### src/rtl/multicycle_control_if.sv
// Control-path bundle between the multicycle sequencer and the datapath it steers.
// Purely structural: no latency of its own.
// No backpressure of its own; imem_ready/dmem_ready carry the memory stalls.
//
// Port summary:
//   instr, imem_ready       instruction memory read data and its valid flag
//   dmem_ready, zero        data memory completion and the ALU zero flag
//   imem_req, ir            fetch request and the latched instruction word
//   alu_op, alu_src         ALU operation code and operand-2 select
//   dmem_read, dmem_write   data memory strobes
//   reg_write, mem_to_reg   register-file write enable and writeback select
//   pc_write, pc_src        PC update enable and next-PC select
//   illegal, state          unsupported-instruction pulse and current sequencer state
interface multicycle_control_if;
    logic [31:0] instr;
    logic        imem_ready;
    logic        dmem_ready;
    logic        zero;

    logic        imem_req;
    logic [31:0] ir;
    logic [3:0]  alu_op;
    logic        alu_src;
    logic        dmem_read;
    logic        dmem_write;
    logic        reg_write;
    logic        mem_to_reg;
    logic        pc_write;
    logic        pc_src;
    logic        illegal;
    logic [2:0]  state;

    // The sequencer drives the control strobes.
    modport master (
        input  instr, imem_ready, dmem_ready, zero,
        output imem_req, ir, alu_op, alu_src, dmem_read, dmem_write,
               reg_write, mem_to_reg, pc_write, pc_src, illegal, state
    );

    // The datapath, memories or a bench observe the strobes.
    modport slave (
        output instr, imem_ready, dmem_ready, zero,
        input  imem_req, ir, alu_op, alu_src, dmem_read, dmem_write,
               reg_write, mem_to_reg, pc_write, pc_src, illegal, state
    );
endinterface

### src/rtl/multicycle_control.sv
// Multicycle RV32I control sequencer: FETCH/DECODE/EXEC/MEM/WB over R/I-ALU, LW, SW, BEQ.
// BEQ 3 cycles, R/I/SW 4, LW 5, and each cycle with a memory ready low adds one.
// Stalls in FETCH until imem_ready and in MEM until dmem_ready; strobes stay asserted while stalled.
//
// Port summary:
//   clk, rst   rising-edge clock and asynchronous active-high reset
//   bus        multicycle_control_if.master: memory handshakes and zero flag in,
//              ir / ALU / memory / regfile / PC strobes and state out
module multicycle_control #(
    parameter logic [3:0]  ALU_AND   = 4'b0000,
    parameter logic [3:0]  ALU_OR    = 4'b0001,
    parameter logic [3:0]  ALU_ADD   = 4'b0010,
    parameter logic [3:0]  ALU_SUB   = 4'b0110,
    parameter logic [3:0]  ALU_SLT   = 4'b0100,
    parameter logic [3:0]  ALU_XOR   = 4'b0101,
    parameter logic [3:0]  ALU_SRL   = 4'b1000,
    parameter logic [3:0]  ALU_SLL   = 4'b1001,
    parameter logic [3:0]  ALU_SRA   = 4'b1010,
    parameter logic [31:0] NOP_INSTR = 32'h00000013
) (
    input  logic                   clk,
    input  logic                   rst,
    multicycle_control_if.master   bus
);

    typedef enum logic [2:0] {
        S_FETCH  = 3'd0,
        S_DECODE = 3'd1,
        S_EXEC   = 3'd2,
        S_MEM    = 3'd3,
        S_WB     = 3'd4
    } state_t;

    localparam logic [6:0] OPC_R   = 7'b0110011;
    localparam logic [6:0] OPC_I   = 7'b0010011;
    localparam logic [6:0] OPC_LW  = 7'b0000011;
    localparam logic [6:0] OPC_SW  = 7'b0100011;
    localparam logic [6:0] OPC_BEQ = 7'b1100011;

    state_t      state_q;
    logic [31:0] ir_q;

    // ------------------------------------------------------------------
    // Decode, purely from the latched IR. ir_q is stable from DECODE until
    // the next FETCH completes, so EXEC/MEM/WB can reuse these flags
    // without storing an instruction class.
    // ------------------------------------------------------------------
    logic [6:0] opcode;
    logic [2:0] funct3;
    logic [6:0] funct7;

    assign opcode = ir_q[6:0];
    assign funct3 = ir_q[14:12];
    assign funct7 = ir_q[31:25];

    logic       is_i;
    logic       is_lw;
    logic       is_sw;
    logic       is_beq;
    logic       dec_illegal;
    logic [3:0] exec_op;

    // funct3 -> ALU op; alt selects SUB for 000 and SRA for 101.
    function automatic logic [3:0] funct_to_op(input logic [2:0] f3, input logic alt);
        logic [3:0] op;
        case (f3)
            3'b000:  op = alt ? ALU_SUB : ALU_ADD;
            3'b111:  op = ALU_AND;
            3'b110:  op = ALU_OR;
            3'b100:  op = ALU_XOR;
            3'b010:  op = ALU_SLT;
            3'b001:  op = ALU_SLL;
            3'b101:  op = alt ? ALU_SRA : ALU_SRL;
            default: op = ALU_ADD;
        endcase
        return op;
    endfunction

    always_comb begin
        is_i        = 1'b0;
        is_lw       = 1'b0;
        is_sw       = 1'b0;
        is_beq      = 1'b0;
        dec_illegal = 1'b1;
        exec_op     = ALU_ADD;
        case (opcode)
            OPC_R: begin
                // f7=0100000 only modifies ADD->SUB and SRL->SRA.
                dec_illegal = (funct3 == 3'b011) ||
                              !((funct7 == 7'b0000000) ||
                                ((funct7 == 7'b0100000) &&
                                 ((funct3 == 3'b000) || (funct3 == 3'b101))));
                exec_op     = funct_to_op(funct3, funct7[5]);
            end
            OPC_I: begin
                is_i        = 1'b1;
                // Only the shift-immediates constrain the upper immediate bits.
                dec_illegal = (funct3 == 3'b011) ||
                              ((funct3 == 3'b001) && (funct7 != 7'b0000000)) ||
                              ((funct3 == 3'b101) && (funct7 != 7'b0000000) &&
                               (funct7 != 7'b0100000));
                // ADDI has no SUBI form, so alt is only honoured for 101.
                exec_op     = funct_to_op(funct3, (funct3 == 3'b101) && funct7[5]);
            end
            OPC_LW: begin
                is_lw       = 1'b1;
                dec_illegal = (funct3 != 3'b010);
                exec_op     = ALU_ADD;
            end
            OPC_SW: begin
                is_sw       = 1'b1;
                dec_illegal = (funct3 != 3'b010);
                exec_op     = ALU_ADD;
            end
            OPC_BEQ: begin
                is_beq      = 1'b1;
                dec_illegal = (funct3 != 3'b000);
                exec_op     = ALU_SUB;
            end
            default: begin
                dec_illegal = 1'b1;
            end
        endcase
    end

    // ------------------------------------------------------------------
    // Sequencer state and instruction register.
    // ------------------------------------------------------------------
    always_ff @(posedge clk or posedge rst) begin
        if (rst) begin
            state_q <= S_FETCH;
            ir_q    <= NOP_INSTR;
        end else begin
            case (state_q)
                S_FETCH: begin
                    if (bus.imem_ready) begin
                        ir_q    <= bus.instr;
                        state_q <= S_DECODE;
                    end
                end
                S_DECODE: begin
                    state_q <= dec_illegal ? S_FETCH : S_EXEC;
                end
                S_EXEC: begin
                    if (is_beq) begin
                        state_q <= S_FETCH;
                    end else if (is_lw || is_sw) begin
                        state_q <= S_MEM;
                    end else begin
                        state_q <= S_WB;
                    end
                end
                S_MEM: begin
                    if (bus.dmem_ready) begin
                        state_q <= is_sw ? S_FETCH : S_WB;
                    end
                end
                S_WB: begin
                    state_q <= S_FETCH;
                end
                default: begin
                    // Unused encodings recover to FETCH.
                    state_q <= S_FETCH;
                end
            endcase
        end
    end

    // ------------------------------------------------------------------
    // Control outputs. Derived from state/IR; the only inputs that reach
    // them are zero (BEQ target select) and dmem_ready (SW retires in MEM
    // the cycle its store completes). Everything except ir/state is
    // squashed while rst is high so an aborted instruction emits nothing.
    // ------------------------------------------------------------------
    logic       imem_req_c;
    logic [3:0] alu_op_c;
    logic       alu_src_c;
    logic       dmem_read_c;
    logic       dmem_write_c;
    logic       reg_write_c;
    logic       mem_to_reg_c;
    logic       pc_write_c;
    logic       pc_src_c;
    logic       illegal_c;

    always_comb begin
        imem_req_c   = 1'b0;
        alu_op_c     = ALU_ADD;
        alu_src_c    = 1'b0;
        dmem_read_c  = 1'b0;
        dmem_write_c = 1'b0;
        reg_write_c  = 1'b0;
        mem_to_reg_c = 1'b0;
        pc_write_c   = 1'b0;
        pc_src_c     = 1'b0;
        illegal_c    = 1'b0;
        case (state_q)
            S_FETCH: begin
                imem_req_c = 1'b1;
            end
            S_DECODE: begin
                if (dec_illegal) begin
                    illegal_c  = 1'b1;
                    pc_write_c = 1'b1;
                end
            end
            S_EXEC: begin
                alu_op_c  = exec_op;
                alu_src_c = is_i || is_lw || is_sw;
                if (is_beq) begin
                    pc_write_c = 1'b1;
                    pc_src_c   = bus.zero;
                end
            end
            S_MEM: begin
                // Keep the address operands selected while the access is pending.
                alu_src_c    = 1'b1;
                dmem_read_c  = is_lw;
                dmem_write_c = is_sw;
                pc_write_c   = is_sw && bus.dmem_ready;
            end
            S_WB: begin
                reg_write_c  = 1'b1;
                mem_to_reg_c = is_lw;
                pc_write_c   = 1'b1;
            end
            default: begin
                imem_req_c = 1'b0;
            end
        endcase

        if (rst) begin
            imem_req_c   = 1'b0;
            alu_op_c     = 4'b0000;
            alu_src_c    = 1'b0;
            dmem_read_c  = 1'b0;
            dmem_write_c = 1'b0;
            reg_write_c  = 1'b0;
            mem_to_reg_c = 1'b0;
            pc_write_c   = 1'b0;
            pc_src_c     = 1'b0;
            illegal_c    = 1'b0;
        end
    end

    assign bus.imem_req   = imem_req_c;
    assign bus.ir         = ir_q;
    assign bus.alu_op     = alu_op_c;
    assign bus.alu_src    = alu_src_c;
    assign bus.dmem_read  = dmem_read_c;
    assign bus.dmem_write = dmem_write_c;
    assign bus.reg_write  = reg_write_c;
    assign bus.mem_to_reg = mem_to_reg_c;
    assign bus.pc_write   = pc_write_c;
    assign bus.pc_src     = pc_src_c;
    assign bus.illegal    = illegal_c;
    assign bus.state      = state_q;

endmodule
### src/flat_wrapper.sv
// flat-port wrapper written by rule: the top's interface ports become plain ports
module multicycle_control_flat 
#(
    parameter logic [3:0]  ALU_AND   = 4'b0000,
    parameter logic [3:0]  ALU_OR    = 4'b0001,
    parameter logic [3:0]  ALU_ADD   = 4'b0010,
    parameter logic [3:0]  ALU_SUB   = 4'b0110,
    parameter logic [3:0]  ALU_SLT   = 4'b0100,
    parameter logic [3:0]  ALU_XOR   = 4'b0101,
    parameter logic [3:0]  ALU_SRL   = 4'b1000,
    parameter logic [3:0]  ALU_SLL   = 4'b1001,
    parameter logic [3:0]  ALU_SRA   = 4'b1010,
    parameter logic [31:0] NOP_INSTR = 32'h00000013
)
  (clk, rst, bus_instr, bus_imem_ready, bus_dmem_ready, bus_zero, bus_imem_req, bus_ir, bus_alu_op, bus_alu_src, bus_dmem_read, bus_dmem_write, bus_reg_write, bus_mem_to_reg, bus_pc_write, bus_pc_src, bus_illegal, bus_state);
  multicycle_control_if bus_i ();
  input  logic clk;
  input  logic rst;
  input wire logic [$bits(bus_i.instr)-1:0] bus_instr;
  input wire logic [$bits(bus_i.imem_ready)-1:0] bus_imem_ready;
  input wire logic [$bits(bus_i.dmem_ready)-1:0] bus_dmem_ready;
  input wire logic [$bits(bus_i.zero)-1:0] bus_zero;
  output wire logic [$bits(bus_i.imem_req)-1:0] bus_imem_req;
  output wire logic [$bits(bus_i.ir)-1:0] bus_ir;
  output wire logic [$bits(bus_i.alu_op)-1:0] bus_alu_op;
  output wire logic [$bits(bus_i.alu_src)-1:0] bus_alu_src;
  output wire logic [$bits(bus_i.dmem_read)-1:0] bus_dmem_read;
  output wire logic [$bits(bus_i.dmem_write)-1:0] bus_dmem_write;
  output wire logic [$bits(bus_i.reg_write)-1:0] bus_reg_write;
  output wire logic [$bits(bus_i.mem_to_reg)-1:0] bus_mem_to_reg;
  output wire logic [$bits(bus_i.pc_write)-1:0] bus_pc_write;
  output wire logic [$bits(bus_i.pc_src)-1:0] bus_pc_src;
  output wire logic [$bits(bus_i.illegal)-1:0] bus_illegal;
  output wire logic [$bits(bus_i.state)-1:0] bus_state;
  assign bus_i.instr = bus_instr;
  assign bus_i.imem_ready = bus_imem_ready;
  assign bus_i.dmem_ready = bus_dmem_ready;
  assign bus_i.zero = bus_zero;
  assign bus_imem_req = bus_i.imem_req;
  assign bus_ir = bus_i.ir;
  assign bus_alu_op = bus_i.alu_op;
  assign bus_alu_src = bus_i.alu_src;
  assign bus_dmem_read = bus_i.dmem_read;
  assign bus_dmem_write = bus_i.dmem_write;
  assign bus_reg_write = bus_i.reg_write;
  assign bus_mem_to_reg = bus_i.mem_to_reg;
  assign bus_pc_write = bus_i.pc_write;
  assign bus_pc_src = bus_i.pc_src;
  assign bus_illegal = bus_i.illegal;
  assign bus_state = bus_i.state;
  multicycle_control #(.ALU_AND(ALU_AND), .ALU_OR(ALU_OR), .ALU_ADD(ALU_ADD), .ALU_SUB(ALU_SUB), .ALU_SLT(ALU_SLT), .ALU_XOR(ALU_XOR), .ALU_SRL(ALU_SRL), .ALU_SLL(ALU_SLL), .ALU_SRA(ALU_SRA), .NOP_INSTR(NOP_INSTR)) u_core (.clk(clk), .rst(rst), .bus(bus_i));
endmodule
### config.mk
export PLATFORM = sky130hd
export DESIGN_NAME = multicycle_control_flat
export DESIGN_NICKNAME = d
export VERILOG_FILES = /design/src/rtl/multicycle_control_if.sv /design/src/rtl/multicycle_control.sv /design/src/flat_wrapper.sv
export SDC_FILE = /design/constraint.sdc
export NUM_CORES = 1
export LEC_CHECK = 0
export ABC_AREA = 1
export BUFFER_PORTS_ARGS = -buffer_cell sky130_fd_sc_hd__buf_2
export CORE_MARGIN = 2
export CORE_UTILIZATION = 48
export CTS_BUF_LIST = sky130_fd_sc_hd__clkbuf_8
export CTS_CLUSTER_SIZE = 28
export DETAILED_ROUTE_END_ITERATION = 10
export PLACE_DENSITY = 0.82
export SYNTH_ARGS = -nofsm -noshare
export SYNTH_HDL_FRONTEND = slang
export SYNTH_SLANG_ARGS = --single-unit
### constraint.sdc
create_clock -name clk -period 1.75 [get_ports clk]
set_input_delay 0.175 -clock clk [delete_from_list [all_inputs] [get_ports clk]]
set_output_delay 0.175 -clock clk [all_outputs]
set_load 0.01 [all_outputs]
[Word-level counts from Yosys, hierarchy flattened]
Index checks and enable logic that the tools add are counted.
Storage, ports and cells
  word-level logic and storage cells: 88
  output and inout bits: 48
  bits of input ports: 37
  register bits: 35
Operators by class
  muxes and demuxes: 42
  reduce and logical (&&, ||, !) cells: 23
  equality and inequality tests: 21
Operators with widths (count)
  $pmux W4 S7: 2
  $mux W1: 23
  $eq A7 B6 Y1 const B: 3
  $mux W3: 7
  $eq A3 B3 Y1 const B: 5
  $eq A3 B2 Y1 const B: 4
  $pmux W3 S4: 1
  $pmux W4 S3: 1
  $logic_or A1 B1 Y1: 8
  $mux W4: 2
  $pmux W1 S4: 2
  $eq A7 B2 Y1 const B: 1
  $eq A7 B5 Y1 const B: 1
  $eq A7 B7 Y1 const B: 1
  $logic_not A7 Y1: 1
  $ne A7 B6 Y1 const B: 1
  $reduce_bool A7 Y1: 1
  $eq A3 B1 Y1 const B: 2
  $logic_and A1 B1 Y1: 6
  $logic_not A3 Y1: 2
  $mux W2: 3
  $ne A2 B2 Y1 const B: 2
  $reduce_and A2 Y1: 2
  $ne A3 B2 Y1 const B: 1
  4 further kinds: 4

[Depth between registers and ports, before layout]
Gate-level depths: netlist of run 1.
  depth in word-level cells: 10
  mapped depth: 11
  depth with buffers taken out: 11

[Worst setup path before layout of run 1]
Ideal clock, no wire load.
  path type: input to output
  from: input rst
  to: output bus_alu_op[1]
  setup slack: 95 ps
  stages on the path: 4
  arrival: 1480 ps
  data required time: 1575 ps
  path buffers: 1
  cells stage by stage: clkbuf_1 -> inv_1 -> o21ai_0 -> inv_1
Between the ends
  longest elaborated chain between the ends: 1
RTL lines
  start, declared: RTL line flat_wrapper.sv:18  | input logic rst;
  $mux W4: RTL line multicycle_control.sv:232  | if (rst) begin
  end, declared: RTL line flat_wrapper.sv:25  | output wire logic [$bits(bus_i.alu_op)-1:0] bus_alu_op;
Every way passes these cells.

[Final worst setup path of run 1]
  from: register u_core.ir_q[1] (netlist: u_core.bus.ir[1])
  to: output bus_pc_write
Between the ends
  longest elaborated chain between the ends: 6
  elaborated cells on any way between the ends: 14
  classes of those cells: eq/ne: 5; mux: 7; reduce/logical: 2
RTL lines
  start, declared: RTL line multicycle_control.sv:41  | logic [31:0] ir_q;
  start signal, assigned: RTL line multicycle_control.sv:137  | ir_q <= bus.instr;
  $eq A7 B2 Y1 / $eq A7 B6 Y1 (equally long branches): RTL line multicycle_control.sv:86  | case (opcode)
  $reduce_or A2 Y1 (no source line)
  $pmux W1 S4: RTL line multicycle_control.sv:86
  $mux W1: RTL line multicycle_control.sv:202  | if (dec_illegal) begin
  $pmux W1 S4 *: RTL line multicycle_control.sv:197  | case (state_q)
  $mux W1 *: RTL line multicycle_control.sv:232
  end, declared: RTL line flat_wrapper.sv:31  | output wire logic [$bits(bus_i.pc_write)-1:0] bus_pc_write;
Every way passes the cells marked *; elsewhere a longest branch is shown, timed or not.

==> metrics.md, run 1 <==
| Metric | Value |
|---|---|
| Status | `finished, violations left` |
| Failing checks | `setup timing` |
| Clk_lat worst skew | `0.28 ns` |
| IO Count | `85` |
| First-pass GRT wire length | `roughly 6600 um` |
| Die area | `between 0.004 and 0.005 mm^2` |
| Gate Count Post-Synth | `193` |
| Type of the worst setup path | `reg2out` |
| Fill count | `320` |
| Max Fclk | `between 0.5 and 0.6 GHz` |
| Initial antenna violation count | `0` |
| Total gr overflow | `0` |
| Util after Layout | `67.18%` |
| DRC violations left | `0` |
| Data required time of the worst path | `1.57 ns` |
| Worst-path clk slew | `0.07 ns` |
| Post-Synth Simple-Gate Area | `24.77%` |
| DR pass1 iterations | `4` |
| Met1 wire length | `1675 um` |
| Leak | `0.001281 uW` |
| Worst Clk Skew | `around 0.0060 ns` |
| Largest net degree at the start of global routing | `36` |
| Arrival time worst endpoint | `1.76 ns` |
| Starting density of the core | `slightly below 50%` |
| Die Y-Extent | `about 65 um` |
| Core area | `between 0.003 and 0.004 mm^2` |
| Area growth syn-to-layout | `36.15%` |
| Max-Slew Margin vs Limit | `71.63%` |
| Final setup violating endpoints | `6` |
| Syn_area_per_cell | `slightly above 9 um^2` |
| Syn. warnings | `0` |
| Pwr Density | `approximately 1600 mW/mm^2` |
| Routed vias/inst | `4.910` |
| Sum Neg Setup Slack | `-0.6252 ns` |
| Final Hold Violating Endpoints | `0` |
| Final Non-Filler Cells | `335` |
| Syn Nets | `230` |
| Port Buf Inserts | `84` |
| Top Layer Used | `met4` |
| Power Internal | `2371 uW` |
| Peak VDD IR | `1034 uV` |
| XOR/XNOR share of the synthesized area | `0%` |
| Met2 routed WL | `2037 um` |
| Flops & latches, synth | `35` |
| Via count | `~1,600` |
| CP Capture Type | `primary output` |
| Slew Viols, Final | `0` |
| Fin crit period | `1.932 ns` |
| Nets | `323` |
| WL/cell | `12.04 um` |
| PnR worst setup slack | `-0.1816 ns` |
| Vias in the first global route | `1,525` |
| Sequential power share | `a little under two fifths` |
| CTS tree | `yes` |
| Cell variety after synth | `26` |
| Max-Cap Viols | `0` |
| Post-Synth Adder-Cell Area | `0%` |
| H-tree depth | `2` |
| Seq/Total Area, Yosys | `49.06%` |
| Initial detailed-routing violation count | `49` |
| Chip width | `65.12 um` |
| Inserted Clock Buffers | `5` |
| Fin crit share | `110.4%` |
| GRT Util Overall | `20.70%` |
| Main combinational cell family by area after synthesis | `simple AND/OR/NAND/NOR gates` |
| Clock share of power | `approximately 18%` |
| Routability Congestion | `0.8954` |
| Placed Instances | `324` |
| # diodes | `0` |
| Routed Antenna Nets | `0` |
| CTS Sinks | `35` |
| Max Fanout on Critical Path | `5` |
| Max clock buf depth | `2` |
| Critical Path Source Type | `flop` |
| Place WS | `0.02702 ns` |
| Sw Share | `39.93%` |
| CTS root buffer | `clkbuf_8` |
| Layout cells sized above 1 | `44.25%` |
| Routed wl met3 | `257 um` |
| Worst Hold Class | `in2async` |
| Design area | `approximately 0.0024 mm^2` |
| Post-synthesis mux area share | `~14%` |
| Site row count | `22` |
| P_sw | `1576 uW` |
| Tightest Pin Transition | `0.4256 ns` |
| Logic gate share of total power | `43.9%` |
| Area after DPL | `0.002281 mm^2` |
| Unrepaired setup endpoints after global routing | `yes` |
| Synthesized area | `between 0.0015 and 0.002 mm^2` |
| Placed wire-length estimate | `between 3000 and 4000 um` |
| Synth Area in Compound Gates | `6.211%` |
| Post-Route WL | `roughly 4000 um` |
-- stage by stage --
step | hold WS (ns) | power (uW)
after floorplan | 0.3051 | 2512
after global placement | 0.3843 | 3098
after detailed placement | 0.3916 | 3161
after CTS | 0.09530 | 3964
after global routing | 0.08487 | 4242
final | 0.08090 | 3946
-- Yosys cell counts --
cell / instances / area share, %
nor2_2: 5 / 1.7
o211ai_1: 1 / 0.42
nand3_2: 3 / 1.7
clkbuf_1: 2 / 0.42
nand4_1: 5 / 1.7
o21ai_0: 5 / 1.4
clkinv_2: 1 / 0.28
nand4_2: 1 / 0.70
mux2_2: 2 / 1.3
a21o_1: 1 / 0.42
nand2_1: 30 / 6.3
dfstp_2: 3 / 4.4
nand2_2: 2 / 0.70
dfrtp_1: 32 / 45
o21a_1: 1 / 0.42
nor2_1: 27 / 5.7
buf_2: 3 / 0.84
inv_2: 4 / 0.84
nand2_4: 2 / 1.3
a21oi_2: 1 / 0.49
nor3_1: 7 / 2.0
a21oi_1: 11 / 3.1
mux2_1: 21 / 13
nor2_8: 1 / 1.1
inv_1: 15 / 3.1
nand3_1: 7 / 2.0
-- power groups by stage --
| stage | registers [uW] | logic (uW) | clock network [uW] |
|---|---|---|---|
| finish | 1510 | 1730 | 702 |
| detailed placement | 1510 | 1650 | 0 |
| floorplan | 1690 | 825 | 0 |
| global route | 1560 | 1900 | 773 |
| CTS | 1500 | 1740 | 718 |
| global placement | 1480 | 1620 | 0 |
-- flip-flops by register name (all words and copies together) (netlist names) --
signal / count
u_core.bus.ir: 32
u_core.bus.state: 3
-- layout make-up --
cell class	count	area, um^2	share of cell area, %
Clock buffer	5	68.82	2.819
Clock inverter	3	43.79	1.794
Inverter	20	77.57	3.178
Multi-Input combinational cell	134	844.6	34.60
Sequential cell	35	880.8	36.08
Tap cell	48	60.06	2.460
Timing Repair Buffer	90	465.4	19.07
-- cells in the final DEF, fill, tap and decap left out, types with 4 or more instances in the layout --
| cell type | n |
|---|---|
| a21oi_1 | 11 |
| buf_2 | 84 |
| buf_4 | 6 |
| clkbuf_8 | 5 |
| dfrtp_1 | 31 |
| inv_1 | 15 |
| inv_2 | 4 |
| mux2_1 | 21 |
| nand2_1 | 29 |
| nand3_1 | 7 |
| nand4_1 | 5 |
| nor2_1 | 26 |
| nor2_2 | 6 |
| nor3_1 | 7 |
-- routing by layer --
layer	track usage (%)	vias to the layer above
met5	0	-
met3	6.336	6
met1	23.86	764
met4	7.292	0
met2	36.47	54
li1	-	821
-- final timing paths --
path	startpoint	to	slack, ns	depth (start not counted)
min in group clk	bus_instr[29]	u_core.bus.ir[29]	0.10	2
min	rst	u_core.bus.ir[14]	0.08	3
max in group asynchronous	rst	u_core.bus.ir[0]	1.33	3
max	u_core.bus.ir[1]	bus_pc_write	-0.18	11
max reg2reg	u_core.bus.state[0]	u_core.bus.ir[18]	0.34	4
min reg2reg	u_core.bus.ir[16]	u_core.bus.ir[16]	0.49	1
-- cell families after synthesis --
| logic type | count (synthesis) |
|---|---|
| compound gates | 20 |
| buf+inv | 25 |
| flops | 35 |
| mux | 23 |
| simple gates | 90 |
-- critical path, cell delays in order, from the launching register on --
cell	delay [ns]
dfstp_2	0.57
nand2_4	0.09
nor2_8	0.13
nand2_4	0.06
nor2_2	0.08
nand2_1	0.06
nand2_1	0.05
nand2_1	0.06
nand2_1	0.07
nand2_2	0.06
a21oi_2	0.12
buf_2	0.13
-- repair_timing --
| action | in CTS | in global routing |
|---|---|---|
| pin swaps | 1 | 0 |
| resized for setup | 5 | 3 |
| endpoints found under the setup margin | 10 | 10 |
| hold buffers | 0 | 0 |
| buffers inserted | 2 | 0 |
| cloned | 1 | 0 |
Note: power is estimated with default switching activity, not from simulation.
==> run 2: changes to the inputs <==
--- a/config.mk
+++ b/config.mk
@@ -7,7 +7,7 @@
 export LEC_CHECK = 0
 export ABC_AREA = 1
 export BUFFER_PORTS_ARGS = -buffer_cell sky130_fd_sc_hd__buf_2
-export CORE_MARGIN = 2
+export CORE_MARGIN = 4
 export CORE_UTILIZATION = 48
 export CTS_BUF_LIST = sky130_fd_sc_hd__clkbuf_8
 export CTS_CLUSTER_SIZE = 28
==> run 2 against run 1 <==
Against the previous run: the flow still finishes with violations (setup timing); sequential power up 3%; sequential share of layout area down 2.9 points; highest routed layer unchanged; combinational power up 7%.
==> metrics.md, run 2 (synthesis results as in run 1) <==
| Metric | Value |
|---|---|
| Tightest Pin Transition | `0.4558 ns` |
| CP Capture Type | `primary output` |
| GRT Util Overall | `around 20%` |
| CTS Sinks | `35` |
| Worst Hold Class | `in2reg` |
| Placed wire-length estimate | `3533 um` |
| Seq. cell area | `880.8 um^2` |
| Multi-input gate area | `940.9 um^2` |
| DRC violations left | `0` |
| Unrepaired setup endpoints after global routing | `yes` |
| Final Hold Violating Endpoints | `0` |
| Sw Share | `41.54%` |
| Starting density of the core | `51.70%` |
| Failing checks | `setup timing` |
| Post-Route WL | `5457 um` |
| Slew Viols, Final | `0` |
| Critical Path Source Type | `flop` |
| Area growth syn-to-layout | `48.01%` |
| Data required time of the worst path | `1.57 ns` |
| CTS tree | `yes` |
| Largest net degree at the start of global routing | `40` |
| Vias in the first global route | `~1,700` |
| Leak | `around 0.0014 uW` |
| Clk_lat worst skew | `0.28 ns` |
| Clock share of power | `approximately 17%` |
| Slowest CP cell | `dfstp_2` |
| Type of the worst setup path | `reg2out` |
| Inserted Clock Buffers | `5` |
| Core area | `around 0.0035 mm^2` |
| Max-Slew Margin vs Limit | `69.38%` |
| Via count | `between 1,500 and 2,000` |
| Final setup violating endpoints | `11` |
| First-pass GRT wire length | `7859 um` |
| Layout cells sized above 1 | `52.67%` |
| Die area | `around 0.0048 mm^2` |
| Total gr overflow | `0` |
| Fin crit period | `approximately 2.1 ns` |
| Max-Cap Viols | `0` |
| Routability Congestion | `about 0.87` |
| Die Y-Extent | `approximately 69 um` |
| Commonest non-fill, non-tap cells in the layout | `buf_2 (84), dfrtp_1 (31), nand2_1 (23), nor2_1 (22), mux2_1 (21)` |
| Util after Layout | `76.52%` |
| Max clock buf depth | `2` |
| # diodes | `0` |
| H-tree depth | `2` |
| Routed Antenna Nets | `0` |
| Power Internal | `2388 uW` |
| Logic gate share of total power | `45.3%` |
| WL/cell | `around 16 um` |
| Initial antenna violation count | `0` |
| Max Fanout on Critical Path | `4` |
| Worst hold margin | `0.09833 ns` |
| CTS root buffer | `clkbuf_8` |
| Commonest non-fill, non-tap cell in the layout | `buf_2` |
| DR pass1 iterations | `4` |
| CP peak stage delay | `0.58 ns` |
| Pwr Density | `between 1500 and 2000 mW/mm^2` |
| Chip width | `69.12 um` |
| Nets | `approximately 340` |
| Fin crit share | `121.0%` |
| P_sw | `1697 uW` |
| Worst Clk Skew | `0.004870 ns` |
| Routed vias/inst | `5.289` |
| Initial detailed-routing violation count | `around 130` |
| Worst-path cell chain | `nand2_4, nor2_8, buf_12, nand3_4, nand2_1, nand2_1, nor2_2, nand2_2, nand2_2, a21oi_2, buf_2` |
| IO Count | `85` |
| Sum Neg Setup Slack | `-1.839 ns` |
| Sequential power share | `between 30% and 40%` |
| PnR worst setup slack | `-0.3682 ns` |
| Site row count | `21` |
| Worst-path clk slew | `0.07 ns` |
| Port Buf Inserts | `84` |
| PnR Total Power | `4085 uW` |
| Max reg flops | `32` |
| Hold Buf Count CTS | `0` |
| Arrival time worst endpoint | `1.94 ns` |
| Fill count | `240` |
| Max Fclk | `0.4721 GHz` |
| Peak VDD IR | `873.8 uV` |
| Status | `finished, violations left` |
[run 2: cell types whose count changed in the layout (fill, tap and decap cells not counted), sizes merged]
cell / before / now
buf: 90 / 103
clkinv: 2 / 0
inv: 20 / 22
[run 2: final cells by class]
| type | count | area share (%) |
|---|---|---|
| repair buffers | 103 | 22.25 |
| multi-input cells | 134 | 35.45 |
| clock inverters | 3 | 1.414 |
| flip-flops and latches | 35 | 33.19 |
| clock buffers | 5 | 2.593 |
| well taps | 46 | 2.169 |
| inverters | 20 | 2.923 |
[run 2: timing repair]
action | CTS | global route
cloned | 1 | 0
buffers inserted | 4 | 12
pin swaps | 4 | 11
gates resized for setup | 11 | 29
setup endpoints to repair | 10 | 11
hold endpoints to repair | 0 | 0
[run 2: per-stage QoR]
stage	std cells	setup slack [ns]	instance area, um^2
2_1_floorplan	193	0.09488	1793
3_3_place_gp	322	0.09240	2278
3_5_place_dp	322	0.02775	2278
4_1_cts	335	-0.2206	2460
5_1_grt	346	-0.4174	2654
6_report	346	-0.3682	2654
[run 2: routing by layer]
metal | part of all wire [%] | track usage (%) | up-vias
met5 | 0 | 0 | -
met4 | 5.7 | 10.63 | 0
met3 | 9.0 | 6.541 | 28
met2 | 48 | 32.63 | 105
met1 | 37 | 24.00 | 840
li1 | - | - | 857
[run 2: worst max-delay path: cells and delay by family (launching register included)]
kind                   cells  cell delay, ns
AOI/OAI and AO/OA          1            0.07
buffers and inverters      2            0.27
DFF                        1            0.58
and+or+nand+nor            8            0.74
[run 2: path summary, 6_finish.rpt]
check	startpoint	endpoint	slack (ns)	cells past startpoint
min in group asynchronous	rst	u_core.bus.ir[13]	0.16	3
hold / removal	bus_instr[16]	u_core.bus.ir[16]	0.1	2
hold reg to reg	u_core.bus.ir[10]	u_core.bus.ir[10]	0.49	1
setup / recovery	u_core.bus.ir[0]	bus_pc_write	-0.37	11
setup reg to reg	u_core.bus.ir[0]	u_core.bus.state[1]	0.05	11
max in group asynchronous	rst	u_core.bus.ir[4]	1.25	3
[run 2: power by group through the flow]
stage | logic (uW) | registers, uW | clock network (uW)
final | 1850 | 1550 | 687
after global routing | 2010 | 1600 | 742
after CTS | 1720 | 1530 | 704
after detailed placement | 1660 | 1530 | 0
after global placement | 1620 | 1490 | 0
after floorplan | 825 | 1690 | 0
==> run 3: changes to the inputs <==
--- a/config.mk
+++ b/config.mk
@@ -13,6 +13,7 @@
 export CTS_CLUSTER_SIZE = 28
 export DETAILED_ROUTE_END_ITERATION = 10
 export PLACE_DENSITY = 0.82
+export SKIP_CTS_REPAIR_TIMING = 1
 export SYNTH_ARGS = -nofsm -noshare
 export SYNTH_HDL_FRONTEND = slang
 export SYNTH_SLANG_ARGS = --single-unit
==> run 3 against run 2 <==
Against the previous run: the run still ends with setup timing left; design area fell by 2.5%; clock power is 1% lower; die area did not move; largest power group unchanged.
==> metrics.md, run 3 (synthesis results as in run 1) <==
| Metric | Value |
|---|---|
| Status | `finished, violations left` |
| Failing checks | `setup timing` |
| Layout cells sized above 1 | `50.00%` |
| DRC violations left | `0` |
| Worst hold start | `bus_instr[16]` |
| Die area | `0.004777 mm^2` |
| Place WS | `0.02775 ns` |
| GRT Util Overall | `19.65%` |
| P_sw | `1655 uW` |
| WL/cell | `about 15 um` |
| Worst hold margin | `0.1023 ns` |
| Worst-path clk slew | `0.07 ns` |
| Final Non-Filler Cells | `344` |
| Internal reg-to-reg setup slack | `0.17 ns` |
| Data required time of the worst path | `1.57 ns` |
| Routed Antenna Nets | `0` |
| Largest net degree at the start of global routing | `40` |
| Leak | `0.001342 uW` |
| Max reg flops | `32` |
| Clock share of power | `between 15 and 20%` |
| Fill count | `257` |
| Max clock buf depth | `2` |
| Via count | `1,760` |
| Chip width | `69.12 um` |
| Clk_lat worst skew | `roughly 0.28 ns` |
| Sw Share | `40.87%` |
| Final setup violating endpoints | `9` |
| R2R Path End | `u_core.bus.state[0]` |
| Fin crit period | `2.045 ns` |
| Hold Crit Endpoint | `u_core.bus.ir[16]` |
| Worst Hold Class | `in2reg` |
| Inserted Clock Buffers | `5` |
| DR pass1 iterations | `4` |
| Final Hold Violating Endpoints | `0` |
| Core area | `0.003468 mm^2` |
| Commonest non-fill, non-tap cell in the layout | `buf_2` |
| Vias in the first global route | `1,645` |
| Port Buf Inserts | `between 80 and 90` |
| Worst R2R Start | `u_core.bus.ir[0]` |
| WHS Path Cells | `2` |
| CTS Sinks | `35` |
| Initial antenna violation count | `0` |
| Max Fclk | `about 0.5 GHz` |
| Die Y-Extent | `69.12 um` |
| CP Capture Type | `primary output` |
| Sequential power share | `roughly 38%` |
| Area after DPL | `0.002278 mm^2` |
| Logic gate share of total power | `45.7%` |
| Area growth syn-to-layout | `44.31%` |
| Commonest non-fill, non-tap cells in the layout | `buf_2 (84), dfrtp_1 (32), nand2_1 (26), nor2_1 (23), mux2_1 (21)` |
| First-pass GRT wire length | `~7600 um` |
| Nets | `334` |
| IO Count | `85` |
| Pwr Density | `1565 mW/mm^2` |
| Post-Route WL | `a little over 5000 um` |
| # diodes | `0` |
| CTS tree | `yes` |
| Design area | `0.002587 mm^2` |
| Placed wire-length estimate | `between 3000 and 4000 um` |
| Power Internal | `between 2000 and 2500 uW` |
| CTS root buffer | `clkbuf_8` |
| Arrival time worst endpoint | `1.87 ns` |
| Unrepaired setup endpoints after global routing | `yes` |
| Fin crit share | `116.9%` |
| Initial detailed-routing violation count | `147` |
| Tightest Pin Transition | `0.4449 ns` |
| Routed vias/inst | `5.116` |
| H-tree depth | `2` |
| Worst Clk Skew | `0.005357 ns` |
| Reg2reg path depth | `9` |
| Total gr overflow | `0` |
| Max Fanout on Critical Path | `5` |
| Critical Path Source Type | `flop` |
| Placed Instances | `322` |
| Routability Congestion | `0.8708` |
| Type of the worst setup path | `reg2out` |
| Site row count | `21` |
| Max-Slew Margin vs Limit | `70.34%` |
| PnR worst setup slack | `-0.2950 ns` |
| Peak VDD IR | `907.7 uV` |
| Max-Cap Viols | `0` |
| Starting density of the core | `51.70%` |
| Slew Viols, Final | `0` |
[run 3: changes by cell type in the layout (fill, tap and decap cells not counted), moves of 2 or more]
cell     change
o21ai_2      -2
nand3_2      +2
nand3_4      -2
o21ai_1      +2
nand2_1      +3
nand2_2      -3
[run 3: final cells by class]
class                           count  area, um^2  share of cell area, %
Multi-Input combinational cell    134       908.4                  35.11
Sequential cell                    35       879.6                  33.99
Timing Repair Buffer              101       559.3                  21.62
Inverter                           20       76.32                  2.950
Clock buffer                        5       68.82                  2.660
Tap cell                           46       57.56                  2.224
Clock inverter                      3       37.54                  1.451
[run 3: worst max-delay path by stage]
stage | from | end | slack (ns) | cells after the start
final | u_core.bus.ir[0] | bus_pc_write | -0.29 | 11
after global routing | u_core.bus.ir[0] | bus_pc_write | -0.43 | 11
after global placement | u_core.bus.ir[1] | bus_pc_write | 0.09 | 10
after detailed placement | u_core.bus.ir[1] | bus_pc_write | 0.03 | 10
after CTS | u_core.bus.ir[0] | bus_pc_write | -0.29 | 10
after floorplan | rst | bus_alu_op[1] | 0.09 | 4
[run 3: routing by layer]
metal	wire length (um)	global-route usage (%)
met4	172	8.894
met2	2549	31.99
met3	458	6.541
met5	0	0
met1	1919	23.45
[run 3: worst max-delay path, cell delays in order, from the launching register on]
cell and delay, ns:
dfstp_2 0.58, nand2_4 0.10, nor2_8 0.14, nand2_4 0.08, nor2_4 0.08, nand2_1 0.06, nand2_1 0.05, nand2_1 0.06
nand2_1 0.08, nand2_2 0.06, a21oi_2 0.16, buf_2 0.15
[run 3: power groups by stage]
stage	Combinational (uW)	Sequential (uW)	Clock (uW)
CTS	1660	1520	704
detailed placement	1660	1530	0
finish	1850	1520	680
global placement	1620	1490	0
floorplan	825	1690	0
global route	2020	1570	742
[run 3: stage by stage]
step                      power, uW  TNS [ns]  utilization (%)
after CTS                      3888    -1.332            68.76
after detailed placement       3189         0            65.69
after global placement         3118         0            65.69
final                          4049    -1.293            74.60
after global routing           4333    -2.289            74.60
after floorplan                2512         0                -
